`config.mk`:
```
export PLATFORM = sky130hd
export DESIGN_NAME = uart_tx_fifo
export DESIGN_NICKNAME = d
export VERILOG_FILES = /design/src/rtl/uart_tx_fifo.sv
export SDC_FILE = /design/constraint.sdc
export NUM_CORES = 1
export LEC_CHECK = 0
export BUFFER_PORTS_ARGS = -buffer_cell sky130_fd_sc_hd__buf_2
export CORE_MARGIN = 2
export CORE_UTILIZATION = 25
export DETAILED_ROUTE_END_ITERATION = 16
export HOLD_SLACK_MARGIN = 0.02
export PLACE_DENSITY = 0.52
export SLEW_MARGIN = 20
export SYNTH_ARGS = -nofsm -noshare
export SYNTH_HDL_FRONTEND = slang
export SYNTH_SLANG_ARGS = --single-unit
```
`constraint.sdc`:
```
create_clock -name clk -period 4.35 [get_ports clk]
set_input_delay 0.2175 -clock clk [delete_from_list [all_inputs] [get_ports clk]]
set_output_delay 0.2175 -clock clk [all_outputs]
set_load 0.05 [all_outputs]
```
`src/rtl/uart_tx_fifo.sv`:
```
// ============================================================================
//  Module   : uart_tx_fifo
//  Brief    : 8N1 LSB-first UART transmitter fed by a small circular write FIFO.
//  Revision : 1.0 - initial release
// ============================================================================
`default_nettype none

module uart_tx_fifo #(
    parameter int CLKS_PER_BIT = 434,
    parameter int FIFO_DEPTH   = 4
) (
    input  logic                          clk,
    input  logic                          rst_n,
    input  logic                          wr_en,
    input  logic [7:0]                    wr_data,
    input  logic                          ovf_clr,
    output logic                          tx,
    output logic                          busy,
    output logic                          fifo_full,
    output logic                          fifo_empty,
    output logic [$clog2(FIFO_DEPTH):0]   fifo_count,
    output logic                          overflow
);

    localparam int C_PTR_W = $clog2(FIFO_DEPTH);
    localparam int C_CNT_W = C_PTR_W + 1;
    localparam int C_BAUD_W = $clog2(CLKS_PER_BIT);
    localparam logic [C_BAUD_W-1:0] C_BAUD_MAX = C_BAUD_W'(CLKS_PER_BIT - 1);
    localparam logic [C_CNT_W-1:0]  C_DEPTH    = C_CNT_W'(FIFO_DEPTH);

    typedef enum logic [1:0] {
        S_IDLE  = 2'd0,
        S_START = 2'd1,
        S_DATA  = 2'd2,
        S_STOP  = 2'd3
    } state_t;

    state_t                 state_q, state_d;
    logic [C_BAUD_W-1:0]    baud_q, baud_d;
    logic [2:0]             idx_q, idx_d;
    logic [7:0]             shift_q, shift_d;
    logic                   tx_q, tx_d;
    logic [C_PTR_W-1:0]     wptr_q, rptr_q;
    logic [C_CNT_W-1:0]     count_q, count_d;
    logic                   ovf_q;
    logic [7:0]             mem_q [FIFO_DEPTH];

    logic                   w_full, w_empty, w_push, w_drop, w_pop, w_bit_end;

    assign w_full    = (count_q == C_DEPTH);
    assign w_empty   = (count_q == '0);
    // Fullness is judged on the pre-edge count, so a same-cycle pop never rescues a write.
    assign w_push    = wr_en & ~w_full;
    assign w_drop    = wr_en & w_full;
    assign w_bit_end = (baud_q == C_BAUD_MAX);

    always_comb begin
        state_d = state_q;
        baud_d  = baud_q;
        idx_d   = idx_q;
        shift_d = shift_q;
        tx_d    = tx_q;
        w_pop   = 1'b0;
        case (state_q)
            S_IDLE: begin
                tx_d   = 1'b1;
                baud_d = '0;
                if (!w_empty) begin
                    w_pop   = 1'b1;
                    shift_d = mem_q[rptr_q];
                    state_d = S_START;
                    tx_d    = 1'b0;
                end
            end
            S_START: begin
                baud_d = w_bit_end ? '0 : baud_q + 1'b1;
                if (w_bit_end) begin
                    state_d = S_DATA;
                    idx_d   = 3'd0;
                    tx_d    = shift_q[0];
                end
            end
            S_DATA: begin
                baud_d = w_bit_end ? '0 : baud_q + 1'b1;
                if (w_bit_end) begin
                    if (idx_q == 3'd7) begin
                        state_d = S_STOP;
                        tx_d    = 1'b1;
                    end else begin
                        shift_d = shift_q >> 1;
                        tx_d    = shift_q[1];
                        idx_d   = idx_q + 3'd1;
                    end
                end
            end
            S_STOP: begin
                baud_d = w_bit_end ? '0 : baud_q + 1'b1;
                if (w_bit_end) begin
                    if (!w_empty) begin
                        w_pop   = 1'b1;
                        shift_d = mem_q[rptr_q];
                        state_d = S_START;
                        tx_d    = 1'b0;
                    end else begin
                        state_d = S_IDLE;
                        tx_d    = 1'b1;
                    end
                end
            end
            default: begin
                state_d = S_IDLE;
                tx_d    = 1'b1;
                baud_d  = '0;
            end
        endcase
    end

    always_comb begin
        count_d = count_q;
        case ({w_push, w_pop})
            2'b10:   count_d = count_q + 1'b1;
            2'b01:   count_d = count_q - 1'b1;
            default: count_d = count_q;
        endcase
    end

    always_ff @(posedge clk or negedge rst_n) begin
        if (!rst_n) begin
            state_q <= S_IDLE;
            baud_q  <= '0;
            idx_q   <= '0;
            shift_q <= '0;
            tx_q    <= 1'b1;
            wptr_q  <= '0;
            rptr_q  <= '0;
            count_q <= '0;
            ovf_q   <= 1'b0;
        end else begin
            state_q <= state_d;
            baud_q  <= baud_d;
            idx_q   <= idx_d;
            shift_q <= shift_d;
            tx_q    <= tx_d;
            count_q <= count_d;
            if (w_push) wptr_q <= wptr_q + 1'b1;
            if (w_pop)  rptr_q <= rptr_q + 1'b1;
            if (w_drop)
                ovf_q <= 1'b1;
            else if (ovf_clr)
                ovf_q <= 1'b0;
        end
    end

    // Storage needs no reset; only the pointers define validity.
    always_ff @(posedge clk) begin
        if (w_push) mem_q[wptr_q] <= wr_data;
    end

    assign tx         = tx_q;
    assign busy       = (state_q != S_IDLE);
    assign fifo_full  = w_full;
    assign fifo_empty = w_empty;
    assign fifo_count = count_q;
    assign overflow   = ovf_q;

endmodule

`default_nettype wire

```
* Yosys cells after proc, flatten, opt, wreduce, memory -nomap -nowiden *
Memories as Yosys holds them, arrays and structs flattened.
Index checks and enable logic that the tools add are counted.

word-level totals
  logic and storage cells = 77
  bits in registers = 31
  memories kept = 1
  memory bits (writable) = 32
  output and inout port bits = 8
  input port bits = 12

memory list
  memory  words  width  rd ports  clocked after memory_dff  wr ports  line  source
  mem_q   4      8      1         0                         1         46    logic [7:0] mem_q [FIFO_DEPTH];

operators by class
  reduce and logical (&&, ||, !) cells = 12
  bitwise operators = 3
  mux-type cells = 32
  equal/unequal tests = 14
  add/sub/neg operators = 6

operator list
  cell                                                                   number
  8-bit two-way mux                                                      4
  8-bit one-hot mux with 3 select lines                                  1
  9-bit one-hot mux with 2 select lines                                  1
  1-bit two-way mux                                                      12
  2-bit != test, second input constant                                   6
  3-bit one-hot mux with 2 select lines                                  2
  2-bit two-way mux                                                      5
  9-bit by 1-bit adder with 9-bit output, second input constant          1
  9-bit equality test, second input constant                             1
  3-bit two-way mux                                                      3
  9-bit two-way mux                                                      1
  2-bit one-hot mux with 4 select lines                                  1
  4-bit AND reduction                                                    2
  2-bit nonzero test                                                     4
  3-bit by 1-bit adder with 3-bit output, second input constant          2
  2-bit equality test, second input constant                             3
  3-bit equality test, second input constant                             2
  5-bit AND reduction                                                    1
  2-bit by 1-bit adder with 2-bit output, second input constant          2
  2-bit by 1-bit equality test with 1-bit output, second input constant  2
  1-bit one-hot mux with 4 select lines                                  1
  3-bit logical NOT                                                      1
  3-bit AND reduction                                                    1
  3-bit nonzero test                                                     1
  6 further kinds                                                        7

* Depth between registers and ports, before layout *
  depth in word-level cells = 6
  depth in mapped cells = 12

* Worst setup path after synthesis *
Ideal clock, no wire load.

  path kind = flip-flop to flip-flop
  start point = register count_q[0] (netlist: fifo_count[0])
  end point = register count_q[2] (netlist: fifo_count[2])
  path buffers = 0
  slack = 1766 ps
  arrival time = 2503 ps
  required time = 4268 ps
  cell stages (with the launch flop) = 11
  period minus slack after synthesis = 2584 ps
  cells stage by stage = dfrtp_1 -> inv_1 -> and3_1 -> nor2b_1 -> inv_1 -> ha_1 -> inv_1 -> fa_1 -> xor2_1 -> nor2_1 -> xor2_1

RTL lines
  item                                                                                          line  source
  start, declared                                                                               44    logic [C_CNT_W-1:0] count_q, count_d;
  start signal, assigned                                                                        144   count_q <= count_d;
  3-bit equality test (*)                                                                       50    assign w_full = (count_q == C_DEPTH);
  via fifo_full                                                                                 19    output logic fifo_full,
  1-bit inverter (*)                                                                            53    assign w_push = wr_en & ~w_full;
  1-bit bitwise AND (*)                                                                         53
  2-bit by 1-bit equality test with 1-bit output / 2-bit equality test (equally long branches)  120   case ({w_push, w_pop})
  3-bit one-hot mux with 2 select lines / 2-bit nonzero test (equally long branches)            -

Mark *: on every way through the listed nets, which the timed path passes. The rest lies on a longest branch.
A chain may end at the register's enable or synchronous reset.

* Final worst setup path *
  start point = register baud_q[1]
  end point = register count_q[2] (netlist: fifo_count[2])

between the ends
  word-level cells in the longest chain between the ends = 5

RTL lines
  item                                                                                          line  source
  start, declared                                                                               39    logic [C_BAUD_W-1:0] baud_q, baud_d;
  start signal, assigned                                                                        140   baud_q <= baud_d;
  9-bit equality test (*)                                                                       55    assign w_bit_end = (baud_q == C_BAUD_MAX);
  1-bit two-way mux (*)                                                                         98    if (w_bit_end) begin
  1-bit one-hot mux with 2 select lines (*)                                                     64    case (state_q)
  via w_pop                                                                                     48    logic w_full, w_empty, w_push, w_drop, w_pop, w_bit_end;
  2-bit by 1-bit equality test with 1-bit output / 2-bit equality test (equally long branches)  120
  3-bit one-hot mux with 2 select lines / 2-bit nonzero test (equally long branches)            -

Marked as above.

==> results.yml <==
die:
  die-height_um: 113
  start_util_pct: 25.9
  core_um2: 11600
  pin_count: 20
  fp.dieArea_um2: 12900
  die_w_um: 113
  num_rows: 39
pwr:
  intPower_mw: 1.63
  leakagePower_nw: 1.44
  powerDensity_nw_per_um2: 741
  pwr-share-clk_pct: 25.4
  p_comb_share_pct: 38.5
  swShare_pct: 37.4
  switching_power_mw: 0.974
  vdd_drop_max_v: 0.000434
  power_mw: 2.60
  p_seq_share_pct: 36.1
clocking:
  cts_htree_levels: 3
  cts_sinks: 63
  clock_latency_ns: 0.32
  numCtsBuffers: 9
  postCtsSetupBuffers: 0
  clock_path_buffers: 2
  cts_tree: "done"
  clk_pin_slew_ns: 0.06
  root_buffer: "clkbuf_16"
sta:
  fin_crit_ns: 2.46
  finalHoldViolations: 0
  rsz0062_at_grt: "no"
  slew_violations: 0
  slew_headroom_pct: 51.7
  final.period_utilization_pct: 56.5
  setup_violations: 0
  finClkSkew_ns: 0.00462
  final.setup.tns_ns: 0
  worst_slew_pin_slew_ns: 0.724
  fmax_ghz: 0.407
synth:
  synth.cell_area_um2: 2990
  synth_top_cell_by_area: "edfxtp_1"
  synth_compound_area_share_pct: 8.61
  synthMuxAreaShare_pct: 10.1
  yosysMostFrequentCell: "edfxtp_1"
  yosys_register_bits: 63
  synth_warnings: 0
  synth_fa_ha_area_share_pct: 6.94
  async_reset_ff_share_pct: 49.2
  synth.top_cell.area_share_pct: 32.1
  syn_inst: 227
  synth_top_family_by_area: "multiplexers"
  yosys-top-cells-area: "edfxtp_1 32%, dfrtp_1 25%, mux2_2 8.3%"
  synth_flop_cell: "edfxtp_1"
  synth_cell_types: 46
  synth_edf_count: 32
  synth-simple-area-share_pct: 8.27
  synth-xor-area-share_pct: 3.80
  syn_nets: 255
  ys_seq_area_share_pct: 58.0
  synth_common_cells: "32 x edfxtp_1, 30 x dfrtp_1, 22 x inv_1, 22 x mux2_2, 15 x ha_1"
  syn_area_per_cell_um2: 13.2
critical_path:
  r2r-end: "fifo_count[2]"
  timing.rr.start: "baud_q[1]"
  cp-endpoint: "fifo_count[2]"
  cp.arrival_ns: 2.71
  worstSetupPathType: "flop to flop"
  endpoint_kind: "flop"
  cp_max_fo: 6
  cp.required_ns: 4.60
  worst_r2r_path_depth: 11
  rrSetupSlack_ns: 1.89
  crit_start: "baud_q[1]"
  start_kind: "flop"
job:
  cap_violations: 0
finish:
  layoutNonFillerInstCount: 399
  antenna_cells: 0
  fin_area_um2: 3510
  fillCellCount: 1132
  area_growth_pct: 17.4
  drive_above_1_share_pct: 27.0
  final_nets: 279
  fin_util_pct: 30.4
drt:
  vias: 1706
  initialDrtViolationCount: 114
  routed_wl_um: 5280
  wl_per_cell_um: 13.2
  drc: 0
  dr.pass1.iters: 4
  drtAntennaViolNets: 0
  viasPerCell: 4.28
placement:
  portBuffers: 19
  dp_hpwl_um: 3610
  post-place-cells: 382
  place_congestion: 0.757
  place_area_um2: 3220
grt:
  track_usage_pct: 9.19
  antenna_found_initial: 0
  grt_start_max_net_pins: 32
  grt_pass1_wl_um: 9110
  grt_overflow: 0
  grt_pass1_vias: 1824
worst_hold_path:
  holdCritPathClass: "input pin to flop"
  hold_start: "ovf_clr"
status:
  status: "completed"
==> how the worst min path moves through the flow <==
stage                           end  slack, ns  depth (start not counted)
after floorplan           baud_q[0]      -0.08                          0
after global placement    baud_q[2]       0.31                          1
after detailed placement  baud_q[2]       0.31                          1
after CTS                  overflow       0.07                          2
after global routing       overflow       0.07                          2
final                      overflow       0.08                          2
==> cells by family after synthesis <==
| family | after synthesis |
|---|---|
| xor gates and xnor gates | 13 |
| adders and majority gates | 16 |
| DFF | 63 |
| muxes | 26 |
| buffers and inverters | 29 |
| and+or+nand+nor | 46 |
| AOI/OAI and AO/OA | 34 |
==> final cells by class <==
class,instances,area (um^2),share of cell area (%)
Sequential cell,63,1740,49.4
Multi-Input combinational cell,135,1130,32.1
Clock buffer,9,225,6.41
Tap cell,143,179,5.09
Timing Repair Buffer,20,105,2.99
Inverter,22,82.6,2.35
Clock inverter,7,56.3,1.60
==> routing by layer <==
metal  track usage (%)  vias up  wire length (um)
li1                  -      849                 -
met1              12.2      831              2630
met5                 0        -                 0
met3              2.39        4               112
met2              13.9       22              2450
met4              4.63        0                82
==> stage by stage <==
stage / setup WS [ns] / hold WS [ns]
CTS: 1.90 / 0.0690
floorplan: 1.77 / -0.0781
global route: 1.75 / 0.0696
global placement: 2.02 / 0.309
detailed placement: 1.91 / 0.314
finish: 1.89 / 0.0794
==> layout by cell type, fill, tap and decap left out, drive strengths merged, types with 2 or more instances in the layout <==
master | synthesis | layout
a21oi | 9 | 9
a2bb2oi | 2 | 2
xor2 | 5 | 5
or3 | 2 | 2
edfxtp | 32 | 32
mux2 | 23 | 23
inv | 22 | 25
nor2 | 13 | 13
mux2i | 2 | 2
and2 | 4 | 4
buf | 5 | 19
clkinv | 0 | 3
nand2 | 8 | 8
clkbuf | 2 | 9
nor3 | 3 | 3
nand2b | 2 | 2
a211oi | 2 | 2
dfrtp | 30 | 30
o21ai | 6 | 6
o22ai | 7 | 7
xnor2 | 8 | 8
or2 | 3 | 3
ha | 15 | 15
nor2b | 2 | 2
a22o | 3 | 3
nand3 | 5 | 5
==> what timing repair did <==
| action | 4_1_cts | 5_1_grt |
|---|---|---|
| hold buffers | 1 | 0 |
| resized for setup | 0 | 0 |
| hold endpoints to repair | 30 | 0 |
| endpoints found under the setup margin | 0 | 0 |
==> state kept, by name, summed over array words and instances (netlist names) <==
signal / flops
state_q: 2
overflow: 1
mem_q: 32
wptr_q: 2
fifo_count: 3
shift_q: 8
idx_q: 3
tx: 1
rptr_q: 2
baud_q: 9
==> worst max-delay path: stages (launching register included) <==
cell and delay, ns:
dfrtp_1 0.40, inv_1 0.06, ha_1 0.13, and4b_1 0.35, a31oi_1 0.17, nor3_2 0.20, ha_1 0.23, inv_1 0.06
fa_1 0.37, xor2_1 0.15, nor2_1 0.11, xor2_1 0.15
==> power by group through the flow <==
| stage | Sequential, mW | Clock (mW) | Combinational, mW |
|---|---|---|---|
| after global routing | 0.964 | 0.713 | 1.12 |
| after CTS | 0.941 | 0.678 | 1.01 |
| after global placement | 0.945 | 0 | 1.00 |
| after floorplan | 0.973 | 0 | 0.773 |
| after detailed placement | 0.952 | 0 | 1.01 |
| final | 0.940 | 0.663 | 1.00 |
(Power assumes the default switching activity.)
